### src/rtl/sram_arb_pkg.sv
// Shared constants for the SRAM port arbiter: requester ids and FSM state encoding.
package sram_arb_pkg;

  localparam logic ARB_ID_INST = 1'b0;
  localparam logic ARB_ID_DATA = 1'b1;

  typedef enum logic {
    ARB_IDLE = 1'b0,
    ARB_HOLD = 1'b1
  } arb_state_e;

endpackage

### src/rtl/arb_id_fifo.sv
// In-order tracking FIFO of 1-bit requester ids; DEPTH must be a power of two.
module arb_id_fifo #(
  parameter int unsigned DEPTH = 4
) (
  input  logic                     clk,
  input  logic                     resetn,
  input  logic                     push,
  input  logic                     push_id,
  input  logic                     pop,
  output logic                     head,
  output logic                     full,
  output logic                     empty,
  output logic [$clog2(DEPTH):0]   count
);

  localparam int unsigned AW = $clog2(DEPTH);
  localparam int unsigned CW = AW + 1;

  logic [DEPTH-1:0] store;
  logic [AW-1:0]    wptr;
  logic [AW-1:0]    rptr;

  assign head  = store[rptr];
  assign full  = (count == CW'(DEPTH));
  assign empty = (count == '0);

  // Pointers wrap naturally because DEPTH is a power of two.
  always_ff @(posedge clk or negedge resetn) begin
    if (!resetn) begin
      wptr  <= '0;
      rptr  <= '0;
      count <= '0;
    end else begin
      if (push) wptr <= wptr + 1'b1;
      if (pop)  rptr <= rptr + 1'b1;
      case ({push, pop})
        2'b10:   count <= count + 1'b1;
        2'b01:   count <= count - 1'b1;
        default: count <= count;
      endcase
    end
  end

  always_ff @(posedge clk) begin
    if (push) store[wptr] <= push_id;
  end

endmodule

### src/rtl/sram_arbiter.sv
// Two-to-one SRAM port arbiter with in-order response steering.
// Define SRAM_ARB_RR_EN for round-robin arbitration in IDLE (default: data over inst).
module sram_arbiter
  import sram_arb_pkg::*;
#(
  parameter int unsigned OT_DEPTH = 4
) (
  input  logic        clk,
  input  logic        resetn,
  input  logic        inst_req,
  input  logic        inst_wr,
  input  logic [3:0]  inst_wstrb,
  input  logic [1:0]  inst_size,
  input  logic [31:0] inst_addr,
  input  logic [31:0] inst_wdata,
  output logic        inst_addr_ok,
  output logic        inst_data_ok,
  output logic [31:0] inst_rdata,
  input  logic        data_req,
  input  logic        data_wr,
  input  logic [3:0]  data_wstrb,
  input  logic [1:0]  data_size,
  input  logic [31:0] data_addr,
  input  logic [31:0] data_wdata,
  output logic        data_addr_ok,
  output logic        data_data_ok,
  output logic [31:0] data_rdata,
  output logic        mem_req,
  output logic        mem_wr,
  output logic [3:0]  mem_wstrb,
  output logic [1:0]  mem_size,
  output logic [31:0] mem_addr,
  output logic [31:0] mem_wdata,
  input  logic        mem_addr_ok,
  input  logic        mem_data_ok,
  input  logic [31:0] mem_rdata,
  output logic        arb_err
);

  localparam int unsigned CW = $clog2(OT_DEPTH) + 1;

  arb_state_e    state;
  logic          hold_id;
  logic          idle_pick;
  logic          grant_id;
  logic          granted_req;
  logic          hs;
  logic          pop_ok;
  logic          ot_head;
  logic          ot_full;
  logic          ot_empty;
  logic [CW-1:0] ot_count;

`ifdef SRAM_ARB_RR_EN
  logic last_id;

  // On a tie the requester that lost the previous handshake wins.
  always_comb begin
    idle_pick = ARB_ID_INST;
    if (data_req && inst_req) idle_pick = ~last_id;
    else if (data_req)        idle_pick = ARB_ID_DATA;
  end

  always_ff @(posedge clk or negedge resetn) begin
    if (!resetn)  last_id <= ARB_ID_INST;
    else if (hs)  last_id <= grant_id;
  end
`else
  assign idle_pick = data_req ? ARB_ID_DATA : ARB_ID_INST;
`endif

  assign grant_id    = (state == ARB_HOLD) ? hold_id : idle_pick;
  assign granted_req = (grant_id == ARB_ID_DATA) ? data_req : inst_req;
  assign mem_req     = granted_req & ~ot_full;
  assign hs          = mem_req & mem_addr_ok;

  always_comb begin
    mem_wr    = 1'b0;
    mem_wstrb = '0;
    mem_size  = '0;
    mem_addr  = '0;
    mem_wdata = '0;
    if (mem_req) begin
      if (grant_id == ARB_ID_DATA) begin
        mem_wr    = data_wr;
        mem_wstrb = data_wstrb;
        mem_size  = data_size;
        mem_addr  = data_addr;
        mem_wdata = data_wdata;
      end else begin
        mem_wr    = inst_wr;
        mem_wstrb = inst_wstrb;
        mem_size  = inst_size;
        mem_addr  = inst_addr;
        mem_wdata = inst_wdata;
      end
    end
  end

  assign inst_addr_ok = hs & (grant_id == ARB_ID_INST);
  assign data_addr_ok = hs & (grant_id == ARB_ID_DATA);

  assign pop_ok       = mem_data_ok & ~ot_empty;
  assign inst_data_ok = pop_ok & (ot_head == ARB_ID_INST);
  assign data_data_ok = pop_ok & (ot_head == ARB_ID_DATA);
  assign inst_rdata   = mem_rdata;
  assign data_rdata   = mem_rdata;

  arb_id_fifo #(
    .DEPTH (OT_DEPTH)
  ) u_fifo (
    .clk     (clk),
    .resetn  (resetn),
    .push    (hs),
    .push_id (grant_id),
    .pop     (pop_ok),
    .head    (ot_head),
    .full    (ot_full),
    .empty   (ot_empty),
    .count   (ot_count)
  );

  // HOLD also persists while the FIFO is full and the owner keeps requesting.
  always_ff @(posedge clk or negedge resetn) begin
    if (!resetn) begin
      state   <= ARB_IDLE;
      hold_id <= ARB_ID_INST;
      arb_err <= 1'b0;
    end else begin
      if (mem_data_ok && (ot_count == '0)) arb_err <= 1'b1;
      case (state)
        ARB_IDLE: begin
          if (mem_req && !mem_addr_ok) begin
            state   <= ARB_HOLD;
            hold_id <= grant_id;
          end
        end
        ARB_HOLD: begin
          if (hs || !granted_req) state <= ARB_IDLE;
        end
        default: state <= ARB_IDLE;
      endcase
    end
  end

endmodule

### config.mk
export PLATFORM = sky130hd
export DESIGN_NAME = sram_arbiter
export DESIGN_NICKNAME = d
export VERILOG_FILES = /design/src/rtl/sram_arb_pkg.sv /design/src/rtl/arb_id_fifo.sv /design/src/rtl/sram_arbiter.sv
export SDC_FILE = /design/constraint.sdc
export NUM_CORES = 1
export LEC_CHECK = 0
export BUFFER_PORTS_ARGS = -buffer_cell sky130_fd_sc_hd__buf_4
export CORE_AREA = 2 2 125 127
export DETAILED_ROUTE_END_ITERATION = 16
export DIE_AREA = 0 0 127 129
export HOLD_SLACK_MARGIN = 0.12
export PLACE_DENSITY = 0.48
export SLEW_MARGIN = 10
export SYNTH_ARGS = -nofsm -noshare
export SYNTH_HDL_FRONTEND = slang
export SYNTH_SLANG_ARGS = --single-unit
### constraint.sdc
create_clock -name clk -period 5.9 [get_ports clk]
set_input_delay 0.59 -clock clk [delete_from_list [all_inputs] [get_ports clk]]
set_output_delay 0.59 -clock clk [all_outputs]
set_load 0.005 [all_outputs]
==> qor.yml, run 1 <==
power_and_ir_drop:
  vdd_drop_max_uv: 133.2
  total_power_mw: 1.315
  power_leakage_nw: 1.917
  p_per_area_mw_per_mm2: 333.0
die:
  die_width_um: 127
  die-area_mm2: 0.01638
  core_mm2: 0.01498
  die_h_um: 129
  initial_core_util: 0.1750
  design.portCount: 321
  rows: 45
clocking:
  postCtsSetupBuffers: 0
  htreeDepth: 1
  hold_buffers: 0
  cts_tree: "done"
  cts_buffer_depth: 2
  cts_buffers: 3
  clkSinkCount: 14
  postCtsResizedCells: 0
  cts_root_buf: "clkbuf_16"
  clock_latency_ns: 0.24
  clk_pin_slew_worst_paths_ns: 0.05
critical_path:
  startpoint_type: "flop"
  timing.rr.start: "state$_DFF_PN0_"
  path_class: "flop to output pin"
  r2r-end: "u_fifo.store[2]$_DFFE_PP_"
  crit_end: "mem_addr[29]"
  cp_data_arrival_time_ns: 3.37
  endpoint_kind: "output pin"
  worstRegToRegCells: 3
  crit_fanout: 76
  startpoint: "state$_DFF_PN0_"
  crit_required_ns: 5.31
  r2r_slack_ns: 2.84
finish:
  fin_util: 0.2637
  stdcell_area_mm2: 0.003949
  fillers: 1660
  layout-drive-gt1-share: 0.6047
  final_cells: 694
  nets: 693
  diodes: 0
  area_growth_pct: 50.64
route:
  route.detailed.drc: 0
  drt-pass1-iter-count: 4
  vias_per_cell: 4.022
  wire_per_inst_um: 13.84
  antenna_left: 0
  vias: 2791
  initialDrtViolationCount: 96
  wirelength_um: 9604
place:
  place_inst: 690
  detailedPlace.worstSlack_ns: 2.488
  hpwl_um: 7818
  io_buffers: 224
  globalplace.congestion: 0.7152
  placed_area_mm2: 0.003869
global_routing:
  antenna_found_initial: 0
  met1_usage: 0.1229
  met3_usage: 0.02037
  met2_usage: 0.2188
  busiest_layer: "met2"
  grt_pass1_vias: 2983
  grt_pass1_wl_um: 14900
  grt_max_degree: 77
  track_usage: 0.1099
  grt-ovfl-total: 0
logic_synthesis:
  ys_ff_latch: 14
  synth_cell_types: 34
  synthesis.area_mm2: 0.002621
  syn-num-nets: 549
  async_flop_share: 0.7143
  ys_seq_area_frac: 0.1413
  syn_area_per_cell_um2: 7.221
  yosys_most_used_dff: "dfrtp_1"
  yosysWarnings: 0
  synthCells: 363
  synth-edff-count: 4
sta:
  slew_viol_final: 0
  worst-slew-pin-transition_ns: 1.039
  fmax_mhz: 252.5
  hold_viol: 0
  period_share: 0.6712
  worst_slack_ns: 1.940
  tns_ns: 0
  holdWs_ns: 0.1693
  period_needed_ns: 3.960
  rsz0062_at_grt: "no"
  final-setup-viol-count: 0
  fin_skew_ns: 0.001739
  slew_headroom: 0.3066
run:
  max_cap_violations: 0
run_status:
  status: "completed"
min_path:
  hold_class: "input port to async pin"
==> cells in the final DEF (no fill, tap or decap) <==
cell       netlist  layout
a21o_1           1       1
nor2_1           2       2
o21ai_0          1       1
dfrtp_1         10      10
mux2i_1          2       2
a21oi_2         69      69
buf_4           65     226
inv_1            7       7
clkbuf_1        13       1
o31a_1           1       1
xnor2_1          3       3
a211o_4          0       1
clkbuf_16        0       3
a21boi_0         1       1
a211oi_4         1       1
mux2i_4          1       1
edfxtp_1         4       4
xor2_1           3       3
nor4_1           1       1
nor2b_1          1       1
nor3_1           1       1
nor3b_2          1       1
fa_1             1       1
a21oi_1          3       3
and2_1           7       7
clkinv_2         0       1
mux2_2           1       1
nand2_1        144     144
mux2_1           1       1
or2_2            1       1
mux4_2           1       1
ha_1             5       5
==> critical path, cell delays in order (launching register included) <==
cell,delay [ns]
dfrtp_1,0.53
mux2i_4,0.27
buf_4,0.62
clkinv_2,1.03
nand2_1,0.35
a21oi_2,0.11
buf_4,0.17
==> Yosys cell counts (all sizes together) (2+ instances only) <==
library cell	instances	area, um2
xor2	3	26.28
mux2i	3	42.54
a21oi	72	619.3
dfrtp	10	250.2
nor2	2	7.510
mux2	2	22.52
clkbuf	13	48.80
ha	5	62.56
nand2	144	540.5
inv	8	30.03
xnor2	3	26.28
buf	74	644.4
edfxtp	4	120.1
and2	7	43.79
==> worst min path at each step <==
stage                 from  cells past startpoint                          to
finish              resetn                      1  u_fifo.rptr[1]$_DFFE_PN0P_
global placement    resetn                      1  u_fifo.rptr[1]$_DFFE_PN0P_
detailed placement  resetn                      1  u_fifo.rptr[1]$_DFFE_PN0P_
global route        resetn                      1  u_fifo.rptr[1]$_DFFE_PN0P_
CTS                 resetn                      1  u_fifo.rptr[1]$_DFFE_PN0P_
floorplan           resetn                      0         arb_err$_DFFE_PN0P_
==> state kept, by name, summed over array words and instances, names as in the netlist <==
| register | cells |
|---|---|
| u_fifo.rptr | 2 |
| hold_id | 1 |
| state | 1 |
| arb_err | 1 |
| u_fifo.wptr | 2 |
| u_fifo.count | 3 |
| u_fifo.store | 4 |
==> cells by family after synthesis <==
| logic type | after synthesis | synth area share |
|---|---|---|
| AO/OA/AOI/OAI | 78 | 0.2582 |
| XOR/XNOR | 6 | 0.02005 |
| adder cells (fa/ha/maj) | 6 | 0.03150 |
| buffers and inverters | 95 | 0.2759 |
| flip-flops | 14 | 0.1413 |
| multiplexers | 6 | 0.03341 |
| AND/OR/NAND/NOR | 158 | 0.2396 |
==> layer usage <==
layer,up-vias,wire (um),part of all wire
met5,-,0,0
met4,0,70,0.0073
met3,10,686,0.071
met2,147,5422,0.56
met1,1257,3426,0.36
li1,1377,-,-
==> report_power, final <==
| group | switching, mW | internal, mW | leakage, nW |
|---|---|---|---|
| Clock | 0.0375 | 0.0912 | 0.0382 |
| Sequential | 0.0424 | 0.144 | 0.152 |
| Combinational | 0.517 | 0.484 | 1.73 |
| Total | 0.596 | 0.719 | 1.92 |
==> cell type report <==
class                      count  area [um2]  share of cell area
sequential                    14       370.4             0.09379
clock buffer                   4       78.83             0.01996
inverter                       8       31.28            0.007921
multi-input combinational    254        1536              0.3891
tap                          188       235.2             0.05957
timing repair buffer         226        1697              0.4297
(Power assumes the default switching activity.)
==> run 2: changes to the inputs <==
PLACE_DENSITY = 0.49   (was 0.48)
clock period = 3.3 ns   (was 5.9 ns; I/O delays follow)
==> run 2 against run 1 <==
Effect of this change:
- via count rose by 1.3%
- clock skew rose by 0.00067 ns
- register-to-register slack lost 1.7 ns
- die area unchanged
- clock power is 76% higher
- flip-flop and latch count unchanged
- non-clock buffer count increased by 4
- first-iteration DRC count shrank 29%
- setup slack worse by 1.2 ns
- critical path type unchanged
- largest power group unchanged
==> qor.yml, run 2 (synthesis gave the netlist of run 1 again) <==
critical_path:
  startpoint_type: "flop"  # unchanged
  endpoint_kind: "output pin"  # unchanged
  cp_data_arrival_time_ns: 2.26  # was 3.37 ns
  path_class: "flop to output pin"  # unchanged
  crit_required_ns: 2.97  # was 5.31 ns
  crit_fanout: 39  # was 76
clocking:
  cts_tree: "done"  # unchanged
  clk_pin_slew_worst_paths_ns: 0.04  # was 0.05 ns
  cts_buffer_depth: 2  # unchanged
  hold_buffers: 1  # was 0
  clkSinkCount: 14  # unchanged
  cts_buffers: 3  # unchanged
  cts_root_buf: "clkbuf_16"  # unchanged
  postCtsSetupBuffers: 0  # unchanged
  htreeDepth: 1  # unchanged
  postCtsResizedCells: 0  # unchanged
  clock_latency_ns: 0.24  # about the same
sta:
  final-setup-viol-count: 0  # unchanged
  holdWs_ns: 0.3079  # was 0.1693 ns
  fin_skew_ns: 0.002414  # was 0.001739 ns
  hold_viol: 0  # unchanged
  tns_ns: 0  # unchanged
  worst-slew-pin-transition_ns: 0.5763  # was 1.039 ns
  slew_headroom: 0.6158  # was 0.3066
  rsz0062_at_grt: "no"  # unchanged
  slew_viol_final: 0  # unchanged
  period_needed_ns: 2.585
  period_share: 0.7834
  fmax_mhz: 386.8
route:
  wire_per_inst_um: 13.85  # was 13.84 um
  antenna_left: 0  # unchanged
  drt-pass1-iter-count: 4  # unchanged
  route.detailed.drc: 0  # unchanged
  initialDrtViolationCount: 68  # was 96
  vias_per_cell: 4.049  # was 4.022
  vias: 2826  # was 2791
  wirelength_um: 9665  # was 9604 um
global_routing:
  antenna_found_initial: 0  # unchanged
  grt-ovfl-total: 0  # unchanged
  grt_pass1_wl_um: 14010  # was 14900 um
  grt_pass1_vias: 2750  # was 2983
  grt_max_degree: 41  # was 77
  track_usage: 0.1044  # was 0.1099
finish:
  final_cells: 698  # was 694
  largest_reg_flops: 4  # unchanged
  layout_commonest_cell: "buf_4"  # unchanged
  max_flop_register: "u_fifo.store"  # unchanged
  multi_input_comb_area_mm2: 0.001536  # unchanged
  area_growth_pct: 52.79  # was 50.64%
  seq_area_um2: 370.4  # unchanged
  nets: 697  # was 693
  fillers: 1656  # was 1660
  reg_top3: "u_fifo.store: 4 flops, u_fifo.count: 3 flops"  # unchanged
  layout_common_cells: "buf_4 (227), nand2_1 (144), a21oi_2 (69)"  # was buf_4 (226), nand2_1 (144), a21oi_2 (69)
  diodes: 0  # unchanged
  layout-drive-gt1-share: 0.6059  # was 0.6047
min_path:
  hold_class: "input port to flop"  # was input port to async pin
die:
  die-area_mm2: 0.01638  # unchanged
  die_h_um: 129  # unchanged
  die_width_um: 127  # unchanged
  core_mm2: 0.01498  # unchanged
  rows: 45  # unchanged
  design.portCount: 321  # unchanged
  initial_core_util: 0.1750  # unchanged
place:
  hpwl_um: 8164  # was 7818 um
  place_inst: 693  # was 690
  io_buffers: 224  # unchanged
  globalplace.congestion: 0.7836  # was 0.7152
run:
  max_cap_violations: 0  # unchanged
run_status:
  status: "completed"  # unchanged
power_and_ir_drop:
  vdd_drop_max_uv: 228.4  # was 133.2 uV
  power_leakage_nw: 1.945  # was 1.917 nW
  p_per_area_mw_per_mm2: 597.2  # was 333.0 mW/mm2
==> run 2: path summary, 6_finish.rpt <==
check	start	to	slack, ns	cells past startpoint
setup reg to reg	hold_id$_DFFE_PN0P_	u_fifo.count[2]$_DFFE_PN0P_	1.09	9
setup / recovery	hold_id$_DFFE_PN0P_	mem_wdata[10]	0.71	5
hold / removal	mem_data_ok	arb_err$_DFFE_PN0P_	0.31	2
hold reg to reg	arb_err$_DFFE_PN0P_	arb_err$_DFFE_PN0P_	0.46	1
min in group asynchronous	resetn	u_fifo.rptr[1]$_DFFE_PN0P_	0.46	2
max in group asynchronous	resetn	u_fifo.count[1]$_DFFE_PN0P_	2.69	2
==> run 2: worst max-delay path: stages (launching register included) <==
cell and delay, ns:
dfrtp_1 0.41, mux2i_1 0.44, a211o_4 0.58, buf_12 0.34, a21oi_2 0.07, buf_4 0.14
==> run 2: through the flow <==
step / worst slack (ns) / utilization / power, mW / instance area, um2
after floorplan: 1.291 / - / 1.536 / 2621
after global placement: 0.9640 / 0.2615 / 2.177 / 3916
after detailed placement: 0.9273 / 0.2615 / 2.205 / 3916
after CTS: 0.6756 / 0.2674 / 2.441 / 4005
after global routing: 0.5613 / 0.2674 / 2.603 / 4005
final: 0.7148 / 0.2674 / 2.392 / 4005
==> run 2: cell type report <==
cell class	instances	area share
clock buffer	4	0.01968
inverter	8	0.007498
multi-input combinational	254	0.3836
sequential	14	0.09247
tap	188	0.05873
timing repair buffer	230	0.4380
==> run 2: report_power, final <==
part	internal [mW]	total, mW	switching, mW
Combinational	0.898	1.83	0.936
Clock	0.163	0.227	0.0646
Sequential	0.256	0.330	0.0731
Total	1.32	2.39	1.07
==> run 2: layer usage <==
| metal | wire length, um | GRT usage | part of all wire | up-vias |
|---|---|---|---|---|
| met1 | 3674 | 0.1228 | 0.38 | 1278 |
| met4 | 68 | 0.01875 | 0.0070 | 0 |
| met3 | 733 | 0.02204 | 0.076 | 6 |
| li1 | - | - | - | 1388 |
| met2 | 5189 | 0.1970 | 0.54 | 154 |
| met5 | 0 | 0 | 0 | - |
==> run 3: changes to the inputs <==
PLACE_DENSITY = 0.48   (was 0.49)
clock period = 2.5 ns   (was 3.3 ns; I/O delays follow)
==> run 3 against run 2 <==
Effect of this change:
- routed wire length decreased by 0.97%
- clock-buffer cell count decreased by 1
- power increased by 33%
- first-iteration DRC count increased by 41%
- critical path depth increased by 4
- via count decreased by 1.6%
- critical path type is now flop to flop
- hold slack got worse by 0.084 ns
- register-to-register slack got worse by 0.83 ns
- design area increased by 0.56%
==> qor.yml, run 3 (synthesis gave the netlist of run 1 again) <==
critical_path:
  slowest_delay_ns: 0.46  # was 0.58 ns
  crit_required_ns: 2.66  # was 2.97 ns
  startpoint_type: "flop"  # unchanged
  endpoint_kind: "flop"  # was output pin
  cp_cell_sequence: "mux2i_1, a211oi_4, inv_1, ha_1, inv_1, fa_1, xor2_1, nor2_1, xor2_1"  # was mux2i_1, a211o_4, buf_12, a21oi_2, buf_4
  crit_fanout: 9  # was 39
  critPathTopFamily: "adder cells"  # was compound AO/OA/AOI/OAI gates
  cp_data_arrival_time_ns: 2.40  # was 2.26 ns
  crit_buf_inv: 2  # unchanged
  crit_slowest_cell: "mux2i_1"  # was a211o_4
  path_class: "flop to flop"  # was flop to output pin
finish:
  area_growth_pct: 53.65  # was 52.79%
  largest_reg_flops: 4  # unchanged
  diodes: 0  # unchanged
  max_flop_register: "u_fifo.store"  # unchanged
  layout_commonest_cell: "buf_4"  # unchanged
  fillers: 1655  # was 1656
  stdcell_area_mm2: 0.004028  # was 0.004005 mm2
  layout-drive-gt1-share: 0.6082  # was 0.6059
  reg_top3: "u_fifo.store: 4 flops, u_fifo.count: 3 flops"  # unchanged
  nets: 700  # was 697
  layout_common_cells: "buf_4 (230), nand2_1 (144), a21oi_2 (69)"  # was buf_4 (227), nand2_1 (144), a21oi_2 (69)
global_routing:
  grt_pass1_vias: 2747  # was 2750
  antenna_found_initial: 0  # unchanged
  grt_max_degree: 42  # was 41
  track_usage: 0.1065  # was 0.1044
  grt-ovfl-total: 0  # unchanged
  grt_pass1_wl_um: 14230  # was 14010 um
die:
  die_width_um: 127  # unchanged
  rows: 45  # unchanged
  core_mm2: 0.01498  # unchanged
  initial_core_util: 0.1750  # unchanged
  die-area_mm2: 0.01638  # unchanged
  design.portCount: 321  # unchanged
  die_h_um: 129  # unchanged
run:
  max_cap_violations: 0  # unchanged
sta:
  fmax_mhz: 446.2
  period_share: 0.8965
  worst-slew-pin-transition_ns: 0.4618  # was 0.5763 ns
  slew_headroom: 0.6833  # was 0.6158
  fin_skew_ns: 0.001040  # was 0.002414 ns
  hold_viol: 0  # unchanged
  slew_viol_final: 0  # unchanged
  tns_ns: 0  # unchanged
  final-setup-viol-count: 0  # unchanged
  rsz0062_at_grt: "no"  # unchanged
  period_needed_ns: 2.241
power_and_ir_drop:
  power_leakage_nw: 1.960  # was 1.945 nW
  p_per_area_mw_per_mm2: 791.6  # was 597.2 mW/mm2
  clockPowerShare: 0.095  # about the same
  combPwrFrac: 0.768  # was 0.767
  vdd_drop_max_uv: 317.0  # was 228.4 uV
  pwr-share-seq: 0.137  # was 0.138
  intPower_mw: 1.762  # was 1.318 mW
  switchingPower_mw: 1.427  # was 1.074 mW
  swShare: 0.4475  # was 0.4491
route:
  drt-pass1-iter-count: 4  # unchanged
  initialDrtViolationCount: 96  # was 68
  vias: 2780  # was 2826
  route.detailed.drc: 0  # unchanged
  wirelength_um: 9571  # was 9665 um
  antenna_left: 0  # unchanged
  wire_per_inst_um: 13.65  # was 13.85 um
  vias_per_cell: 3.966  # was 4.049
clocking:
  cts_tree: "done"  # unchanged
  postCtsSetupBuffers: 0  # unchanged
  cts_root_buf: "clkbuf_16"  # unchanged
  cts_buffer_depth: 2  # unchanged
  clk_pin_slew_worst_paths_ns: 0.05  # was 0.04 ns
  clock_latency_ns: 0.24  # about the same
  clkSinkCount: 14  # unchanged
  cts_buffers: 3  # unchanged
  htreeDepth: 1  # unchanged
place:
  globalplace.congestion: 0.7297  # was 0.7836
  io_buffers: 224  # unchanged
  placed_area_mm2: 0.003939  # was 0.003916 mm2
  hpwl_um: 8191  # was 8164 um
run_status:
  status: "completed"  # unchanged
min_path:
  hold_class: "input port to flop"  # unchanged
-- run 3: cell type report --
cell class              instances  area [um2]  area share
repair buffers                233        1777      0.4411
multi-input cells             254        1536      0.3815
flip-flops and latches         14       370.4     0.09195
well taps                     188       235.2     0.05840
clock buffers                   3       75.07     0.01864
inverters                       8       30.03    0.007456
clock inverters                 1       3.754   0.0009320
-- run 3: repair_timing --
item / CTS / global route
hold buffers: 1 / 0
gates resized for setup: 0 / 0
hold endpoints to repair: 10 / 0
-- run 3: final timing paths --
kind,start,to,slack (ns),cells after the start
min in group asynchronous,resetn,u_fifo.rptr[0]$_DFFE_PN0P_,0.38,2
hold / removal,mem_data_ok,arb_err$_DFFE_PN0P_,0.22,2
setup reg to reg,hold_id$_DFFE_PN0P_,u_fifo.count[2]$_DFFE_PN0P_,0.26,9
hold reg to reg,arb_err$_DFFE_PN0P_,arb_err$_DFFE_PN0P_,0.47,1
setup / recovery,hold_id$_DFFE_PN0P_,u_fifo.count[2]$_DFFE_PN0P_,0.26,9
max in group asynchronous,resetn,arb_err$_DFFE_PN0P_,1.98,2
-- run 3: worst reg2reg max path: stages, from the launching register on --
cell and delay, ns:
dfrtp_1 0.41, mux2i_1 0.46, a211oi_4 0.17, inv_1 0.09, ha_1 0.18, inv_1 0.06
fa_1 0.37, xor2_1 0.15, nor2_1 0.12, xor2_1 0.16
-- run 3: power by group through the flow --
stage / Combinational, mW / Sequential [mW] / Clock, mW
final: 2.45 / 0.437 / 0.303
after detailed placement: 2.51 / 0.440 / 0
after global routing: 2.72 / 0.455 / 0.322
after floorplan: 1.62 / 0.410 / 0
after CTS: 2.51 / 0.439 / 0.309
after global placement: 2.46 / 0.430 / 0
-- run 3: metrics by stage --
step	power (mW)	hold WS [ns]	util	std cells	setup slack, ns
floorplan	2.027	-0.04559	-	363	0.4907
global placement	2.891	0.08971	0.2630	696	0.3431
detailed placement	2.946	0.09188	0.2630	696	0.2569
CTS	3.260	0.2207	0.2689	701	0.2052
global route	3.494	0.2231	0.2689	701	0.08035
finish	3.188	0.2236	0.2689	701	0.2587
-- run 3: layer usage --
layer	wire length, um	global-route usage	vias to the layer above
met5	0	0	-
met4	76	0.01228	0
met3	704	0.02287	10
met2	5334	0.2138	139
met1	3456	0.1176	1236
li1	-	-	1395
